`config.mk`:
```
export PLATFORM = sky130hd
export DESIGN_NAME = noc_vc_output_arbiter_flat
export DESIGN_NICKNAME = d
export VERILOG_FILES = /design/src/rtl/noc_vc_output_arbiter_pkg.sv /design/src/rtl/noc_vc_output_arbiter_if.sv /design/src/rtl/noc_vc_output_arbiter_rr_arbiter.sv /design/src/rtl/noc_vc_output_arbiter.sv /design/src/flat_wrapper.sv
export SDC_FILE = /design/constraint.sdc
export NUM_CORES = 1
export LEC_CHECK = 0
export ABC_AREA = 0
export CORE_AREA = 5 5 158 160
export DETAILED_ROUTE_END_ITERATION = 10
export DIE_AREA = 0 0 163 165
export HOLD_SLACK_MARGIN = 0.1
export PLACE_DENSITY = 0.85
export SLEW_MARGIN = 20
export SYNTH_ARGS = -nofsm -noshare
export SYNTH_HDL_FRONTEND = slang
export SYNTH_SLANG_ARGS = --single-unit
```
`constraint.sdc`:
```
create_clock -name noc_clk -period 7.8 [get_ports noc_clk]
set_input_delay 1.56 -clock noc_clk [delete_from_list [all_inputs] [get_ports noc_clk]]
set_output_delay 1.56 -clock noc_clk [all_outputs]
set_load 0.02 [all_outputs]
```
`src/rtl/noc_vc_output_arbiter_pkg.sv`:
```
// Shared types and constants for the NoC output-port VC arbiter.
// Optional statistics counters are enabled with NOC_OUTPUT_ARB_STATS_EN.
package noc_vc_output_arbiter_pkg;

  localparam int unsigned NOC_MAX_INPUTS        = 8;
  localparam int unsigned NOC_DEFAULT_BUF_DEPTH = 4;
  localparam int unsigned OWNER_W               = 3;

  // Wormhole lock held by one input port on one output VC
  typedef struct packed {
    logic               locked;
    logic [OWNER_W-1:0] owner;
  } vc_lock_t;

  function automatic int unsigned clog2_min1(input int unsigned n);
    return (n > 1) ? $clog2(n) : 1;
  endfunction

endpackage

```
`src/rtl/noc_vc_output_arbiter_if.sv`:
```
// Crossbar-side flit handshake plus outgoing link/credit signals of one router output port.
interface noc_vc_output_arbiter_if #(
  parameter int unsigned NUM_INPUTS = 5,
  parameter int unsigned CHANNELS   = 2,
  parameter int unsigned FLIT_W     = 64,
  parameter int unsigned VC_W       = noc_vc_output_arbiter_pkg::clog2_min1(CHANNELS)
);

  logic [NUM_INPUTS-1:0]        in_valid;
  logic [NUM_INPUTS*VC_W-1:0]   in_vc;
  logic [NUM_INPUTS-1:0]        in_sop;
  logic [NUM_INPUTS-1:0]        in_eop;
  logic [NUM_INPUTS*FLIT_W-1:0] in_flit;
  logic [NUM_INPUTS-1:0]        in_ready;
  logic                         out_valid;
  logic [VC_W-1:0]              out_vc;
  logic [FLIT_W-1:0]            out_flit;
  logic [CHANNELS-1:0]          credit_return;

  modport slave (
    input  in_valid, in_vc, in_sop, in_eop, in_flit, credit_return,
    output in_ready, out_valid, out_vc, out_flit
  );

  modport master (
    output in_valid, in_vc, in_sop, in_eop, in_flit, credit_return,
    input  in_ready, out_valid, out_vc, out_flit
  );

endinterface

```
`src/rtl/noc_vc_output_arbiter_rr_arbiter.sv`:
```
// Generic round-robin arbiter: one-hot grant searched from a registered pointer,
// pointer moves past the winner only when the grant is consumed (advance).
module noc_rr_arbiter #(
  parameter int unsigned NUM_REQ = 4
) (
  input  logic               clk,
  input  logic               rst,
  input  logic [NUM_REQ-1:0] request,
  output logic [NUM_REQ-1:0] grant,
  input  logic               advance
);

  localparam int unsigned PTR_W = (NUM_REQ > 1) ? $clog2(NUM_REQ) : 1;

  logic [PTR_W-1:0] ptr_q;
  logic [PTR_W-1:0] idx_c;
  logic [PTR_W-1:0] win_c;
  logic             found_c;

  // First requester at or after the pointer, wrapping
  always_comb begin
    grant   = '0;
    idx_c   = '0;
    win_c   = ptr_q;
    found_c = 1'b0;
    for (int unsigned k = 0; k < NUM_REQ; k++) begin
      idx_c = PTR_W'((32'(ptr_q) + k) % NUM_REQ);
      if (!found_c && request[idx_c]) begin
        found_c      = 1'b1;
        grant[idx_c] = 1'b1;
        win_c        = idx_c;
      end
    end
  end

  always_ff @(posedge clk or posedge rst) begin
    if (rst) begin
      ptr_q <= '0;
    end else if (advance && found_c) begin
      ptr_q <= (win_c == PTR_W'(NUM_REQ - 1)) ? '0 : win_c + PTR_W'(1);
    end
  end

endmodule

```
`src/rtl/noc_vc_output_arbiter.sv`:
```
// Router output port: wormhole VC locking, round-robin switch arbitration,
// per-VC downstream credits and a registered output flit stage.
// Define NOC_OUTPUT_ARB_STATS_EN to add pkt_count/stall_count statistics ports.
module noc_vc_output_arbiter
  import noc_vc_output_arbiter_pkg::*;
#(
  parameter int unsigned NUM_INPUTS = 5,
  parameter int unsigned CHANNELS   = 2,
  parameter int unsigned FLIT_W     = 64,
  parameter int unsigned BUF_DEPTH  = NOC_DEFAULT_BUF_DEPTH
) (
  input  logic                         noc_clk,
  input  logic                         noc_rst,
  noc_vc_output_arbiter_if.slave       bus,
  output logic [CHANNELS-1:0]          vc_busy,
  output logic                         credit_err
`ifdef NOC_OUTPUT_ARB_STATS_EN
  ,
  output logic [CHANNELS*16-1:0]       pkt_count,
  output logic [15:0]                  stall_count
`endif
);

  localparam int unsigned VC_W  = clog2_min1(CHANNELS);
  localparam int unsigned CRD_W = $clog2(BUF_DEPTH + 1);
  localparam int unsigned IDX_W = clog2_min1(NUM_INPUTS);

  vc_lock_t          lock_q   [CHANNELS];
  logic [CRD_W-1:0]  credit_q [CHANNELS];

  logic [NUM_INPUTS-1:0] eligible_c;
  logic [NUM_INPUTS-1:0] request_c;
  logic [NUM_INPUTS-1:0] grant;
  logic                  xfer_c;
  logic [IDX_W-1:0]      win_idx_c;
  logic [VC_W-1:0]       win_vc_c;
  logic                  win_sop_c;
  logic                  win_eop_c;
  logic [FLIT_W-1:0]     win_flit_c;
  logic [CHANNELS-1:0]   send_c;

  logic                  out_valid_q;
  logic [VC_W-1:0]       out_vc_q;
  logic [FLIT_W-1:0]     out_flit_q;

  // A head may claim an idle VC; body/tail flits only follow their own lock
  for (genvar gi = 0; gi < NUM_INPUTS; gi++) begin : g_in
    logic [VC_W-1:0] vc;
    logic            vc_ok;
    assign vc = bus.in_vc[gi*VC_W +: VC_W];
    if (CHANNELS == (1 << VC_W)) begin : g_full
      assign vc_ok = 1'b1;
    end else begin : g_part
      assign vc_ok = (vc < VC_W'(CHANNELS));
    end
    assign eligible_c[gi] = bus.in_valid[gi] && vc_ok && (credit_q[vc] != '0) &&
                            (lock_q[vc].locked ? (lock_q[vc].owner == OWNER_W'(gi))
                                               : bus.in_sop[gi]);
  end

  assign request_c = eligible_c & {NUM_INPUTS{~noc_rst}};

  noc_rr_arbiter #(.NUM_REQ(NUM_INPUTS)) u_rr (
    .clk     (noc_clk),
    .rst     (noc_rst),
    .request (request_c),
    .grant   (grant),
    .advance (xfer_c)
  );

  assign xfer_c       = |grant;
  assign bus.in_ready = grant;

  always_comb begin
    win_idx_c = '0;
    for (int unsigned i = 0; i < NUM_INPUTS; i++) begin
      if (grant[i]) win_idx_c = IDX_W'(i);
    end
  end

  assign win_vc_c   = bus.in_vc[win_idx_c*VC_W +: VC_W];
  assign win_sop_c  = bus.in_sop[win_idx_c];
  assign win_eop_c  = bus.in_eop[win_idx_c];
  assign win_flit_c = bus.in_flit[win_idx_c*FLIT_W +: FLIT_W];

  always_comb begin
    send_c = '0;
    for (int unsigned v = 0; v < CHANNELS; v++) begin
      send_c[v] = xfer_c && (win_vc_c == VC_W'(v));
    end
  end

  // Output stage, VC locks and credit counters
  always_ff @(posedge noc_clk or posedge noc_rst) begin
    if (noc_rst) begin
      out_valid_q <= 1'b0;
      out_vc_q    <= '0;
      out_flit_q  <= '0;
      credit_err  <= 1'b0;
      for (int unsigned v = 0; v < CHANNELS; v++) begin
        credit_q[v] <= CRD_W'(BUF_DEPTH);
        lock_q[v]   <= '0;
      end
    end else begin
      out_valid_q <= xfer_c;
      if (xfer_c) begin
        out_vc_q   <= win_vc_c;
        out_flit_q <= win_flit_c;
      end
      for (int unsigned v = 0; v < CHANNELS; v++) begin
        case ({send_c[v], bus.credit_return[v]})
          2'b10:   credit_q[v] <= credit_q[v] - CRD_W'(1);
          2'b01: begin
            if (credit_q[v] == CRD_W'(BUF_DEPTH)) credit_err  <= 1'b1;
            else                                  credit_q[v] <= credit_q[v] + CRD_W'(1);
          end
          default: ;
        endcase
        if (send_c[v]) begin
          if (lock_q[v].locked) begin
            if (win_eop_c) lock_q[v] <= '0;
          end else if (win_sop_c && !win_eop_c) begin
            lock_q[v] <= vc_lock_t'{locked: 1'b1, owner: OWNER_W'(win_idx_c)};
          end
        end
      end
    end
  end

  always_comb begin
    vc_busy = '0;
    for (int unsigned v = 0; v < CHANNELS; v++) vc_busy[v] = lock_q[v].locked;
  end

  assign bus.out_valid = out_valid_q;
  assign bus.out_vc    = out_vc_q;
  assign bus.out_flit  = out_flit_q;

`ifdef NOC_OUTPUT_ARB_STATS_EN
  // Tail flits per VC (wrapping) and input-stall cycles (saturating)
  always_ff @(posedge noc_clk or posedge noc_rst) begin
    if (noc_rst) begin
      pkt_count   <= '0;
      stall_count <= '0;
    end else begin
      for (int unsigned v = 0; v < CHANNELS; v++) begin
        if (send_c[v] && win_eop_c) pkt_count[v*16 +: 16] <= pkt_count[v*16 +: 16] + 16'd1;
      end
      if ((|bus.in_valid) && !xfer_c && (stall_count != 16'hFFFF)) begin
        stall_count <= stall_count + 16'd1;
      end
    end
  end
`endif

endmodule

```
`src/flat_wrapper.sv`:
```
// flat-port wrapper written by rule: the top's interface ports become plain ports
module noc_vc_output_arbiter_flat import noc_vc_output_arbiter_pkg::*;
#(
  parameter int unsigned NUM_INPUTS = 5,
  parameter int unsigned CHANNELS   = 2,
  parameter int unsigned FLIT_W     = 64,
  parameter int unsigned BUF_DEPTH  = NOC_DEFAULT_BUF_DEPTH
)
  (noc_clk, noc_rst, vc_busy, credit_err, bus_in_valid, bus_in_vc, bus_in_sop, bus_in_eop, bus_in_flit, bus_credit_return, bus_in_ready, bus_out_valid, bus_out_vc, bus_out_flit);
  noc_vc_output_arbiter_if #(.NUM_INPUTS(NUM_INPUTS), .CHANNELS(CHANNELS), .FLIT_W(FLIT_W)) bus_i ();
  input  logic noc_clk;
  input  logic noc_rst;
  output logic [CHANNELS-1:0] vc_busy;
  output logic credit_err;
  input wire logic [$bits(bus_i.in_valid)-1:0] bus_in_valid;
  input wire logic [$bits(bus_i.in_vc)-1:0] bus_in_vc;
  input wire logic [$bits(bus_i.in_sop)-1:0] bus_in_sop;
  input wire logic [$bits(bus_i.in_eop)-1:0] bus_in_eop;
  input wire logic [$bits(bus_i.in_flit)-1:0] bus_in_flit;
  input wire logic [$bits(bus_i.credit_return)-1:0] bus_credit_return;
  output wire logic [$bits(bus_i.in_ready)-1:0] bus_in_ready;
  output wire logic [$bits(bus_i.out_valid)-1:0] bus_out_valid;
  output wire logic [$bits(bus_i.out_vc)-1:0] bus_out_vc;
  output wire logic [$bits(bus_i.out_flit)-1:0] bus_out_flit;
  assign bus_i.in_valid = bus_in_valid;
  assign bus_i.in_vc = bus_in_vc;
  assign bus_i.in_sop = bus_in_sop;
  assign bus_i.in_eop = bus_in_eop;
  assign bus_i.in_flit = bus_in_flit;
  assign bus_i.credit_return = bus_credit_return;
  assign bus_in_ready = bus_i.in_ready;
  assign bus_out_valid = bus_i.out_valid;
  assign bus_out_vc = bus_i.out_vc;
  assign bus_out_flit = bus_i.out_flit;
  noc_vc_output_arbiter #(.NUM_INPUTS(NUM_INPUTS), .CHANNELS(CHANNELS), .FLIT_W(FLIT_W), .BUF_DEPTH(BUF_DEPTH)) u_core (.noc_clk(noc_clk), .noc_rst(noc_rst), .bus(bus_i), .vc_busy(vc_busy), .credit_err(credit_err));
endmodule
```
==> reports/qor.txt <==
setup TNS - 0 ns
Starting Density - 36.90%
Synth Area in Adders - 4.198%
antenna violations before repair - 9
Post-synth EDFFs - 0
worst slew pin tran - 0.8133 ns
max cap viols - 0
xor-xnor portion of the synthesized cell area - 1.312%
area delta synth->final - 55.43%
vias in the first global route - 9344
worst r2r src - u_core.u_rr.ptr_q[2]
GP Congestion - 0.9727
largest family of logic cells by synthesized area - multiplexers
Inserted Clock Buffers - 9
Worst Clk Skew - 0.01373 ns
Synth top cells by count - mux2i_1, nand2_1, dfrtp_1, o21ai_0, inv_1
global-route wire length before repair - 52470 um
CP Capture Type - output pin
wire per inst - 21.29 um
Post-Synthesis Cells - 952
RSZ-0062 raised after global routing - no
Critical Setup Path Class - register to output pin
floorplan row count - 56
Hold Path Class - register to register
final hold vios - 0
Yosys top cell area share - 29.62%
Worst-path clk slew - 0.06 ns
H-tree depth - 3
critical path startpoint category - register
Critical Path AT - 5.98 ns
DR vias/cell - 5.378
ys async rst share - 100.0%
fmax - 0.1326 GHz
Die Area - 0.02690 mm^2
Synth cell types - 106
Synth Area in Compound Gates - 19.28%
Period minus WS final - 7.544 ns
WL final - 35390 um
DRT Pass-1 Iters - 5
largest area contributor in the netlist - mux2i_1
Final Setup Violations - 0
Hold Path Origin - u_core.bus.out_flit[17]
sequential area share after synthesis - 24.52%
via count - 8938
CP Launch Point - u_core.u_rr.ptr_q[2]
mux cell area share after synthesis - 30.40%
layout cells sized above 1 - 6.203%
Tot GR Track Use - 25.14%
# DRC - 0
CTS Hold Buffers Added - 0
Final nets - 1704
#FFs+latches synth - 84
Die Wd - 163 um
most frequent cell after synthesis - mux2i_1
status - completed
CTS tree - yes
Core ar. - 0.02326 mm^2
Synth area leaders - mux2i_1, dfrtp_1, o21ai_0
number of antenna-violating nets in the routed design - 0
Post-DP HPWL - 29000 um
DRT iter0 DRCs - 523
Clock Path Buffers - 2
largest net degree at the start of global routing - 75
fill cell count - 2078
Netlist Area Pre-Place - 0.008584 mm^2
yosys warns - 0
# clock sinks - 84
syn nets - 1323
Rel. slew slack - 45.07%
root buffer cell - clkbuf_16
Top Ports - 418
Data required, critical path - 6.24 ns
Congestion Overflow GR - 0
CP Max Fanout - 16
Simple-Gate Fraction of Synth Area - 14.66%
ys flop type - dfrtp_1
Final Max Tran Viols - 0
Synth Area per Inst - 9.017 um^2
PortBufs - 417
Worst-Skew Late Latency - 0.35 ns
Tcrit/Tclk final - 96.71%
Die Ht - 165 um
## registers in the layout, indices dropped and copies added (netlist names)
register / flops
u_core.bus.out_flit: 64
u_core.bus.out_valid: 1
u_core.bus.out_vc: 1
u_core.credit_err: 1
u_core.credit_q: 6
u_core.lock_q: 6
u_core.u_rr.ptr_q: 3
u_core.vc_busy: 2
## worst max-delay path: stages (launching register included)
cell and delay [ns]:
dfrtp_2 0.57, inv_1 0.20, ha_1 0.43, o31ai_1 0.32
xnor2_1 0.15, ha_1 0.22, fa_1 0.43, nor2b_1 0.20
a211oi_2 0.40, o2bb2ai_1 0.25, a221oi_1 0.19, o22ai_2 0.43
nand2_2 0.15, or4b_1 0.65, o211a_4 0.33, clkinv_1 0.10
clkdlybuf4s50_1 0.62
## worst paths after layout
path	cells after the start	slack, ns	end
worst min register to register	2	0.48	u_core.bus.out_flit[17]
max in group asynchronous	3	4.90	u_core.u_rr.ptr_q[1]
min in group asynchronous	2	1.81	u_core.credit_q[3]
worst max register to register	22	0.92	u_core.credit_q[2]
worst max-delay path	16	0.26	bus_in_ready[2]
worst min-delay path	2	0.48	u_core.bus.out_flit[17]
## what timing repair did
| action | in CTS | in global routing |
|---|---|---|
| setup endpoints to repair | 0 | 4 |
| endpoints found under the hold margin | 0 | 0 |
| setup buffers | 0 | 0 |
| gates resized for setup | 0 | 7 |
## layer usage
metal / GRT usage (%) / vias to the layer above / routed length [um]
met5: 0 / - / 48
li1: - / 4306 / -
met3: 5.515 / 76 / 2237
met4: 9.950 / 8 / 1297
met1: 29.98 / 4210 / 13830
met2: 44.08 / 338 / 17970
## layout by cell type, fill, tap and decap left out, types with 13 or more instances in the layout
cell and instances:
o21ai_0 82, a21oi_1 26, nand2_1 91, clkdlybuf4s50_1 417, nor2_1 34, mux2i_1 254, buf_4 13, nor2b_1 25
inv_1 33, ha_1 24, dfrtp_1 80
## kinds of logic after synthesis
group | after synthesis
muxes | 260
and+or+nand+nor | 235
AOI/OAI and AO/OA | 233
buffers and inverters | 101
DFF | 84
adders and majority gates | 27
xor gates and xnor gates | 12
## per-stage QoR
step	instances	utilization (%)	cell area, um^2	hold slack (ns)	setup slack (ns)
2_1_floorplan	952	-	8584	0.5085	0.9515
3_3_place_gp	1641	55.91	13010	0.4608	0.6553
3_5_place_dp	1641	55.91	13010	0.4685	0.4645
4_1_cts	1657	57.15	13290	0.4842	0.07537
5_1_grt	1661	57.35	13340	0.5051	0.02631
6_report	1662	57.36	13340	0.4809	0.2562
## cell type report
type	instances	area (um^2)	area share, %
clock inverter	5	45.04	0.3376
timing repair buffer	433	4332	32.46
clock buffer	11	242.7	1.819
antenna	5	12.51	0.09377
tap	319	399.1	2.991
sequential	84	2107	15.79
inverter	38	148.9	1.116
multi-input combinational	767	6056	45.39
Power is not shown: default switching activity piles up to over one toggle a cycle in this logic, so the estimate is an artifact.
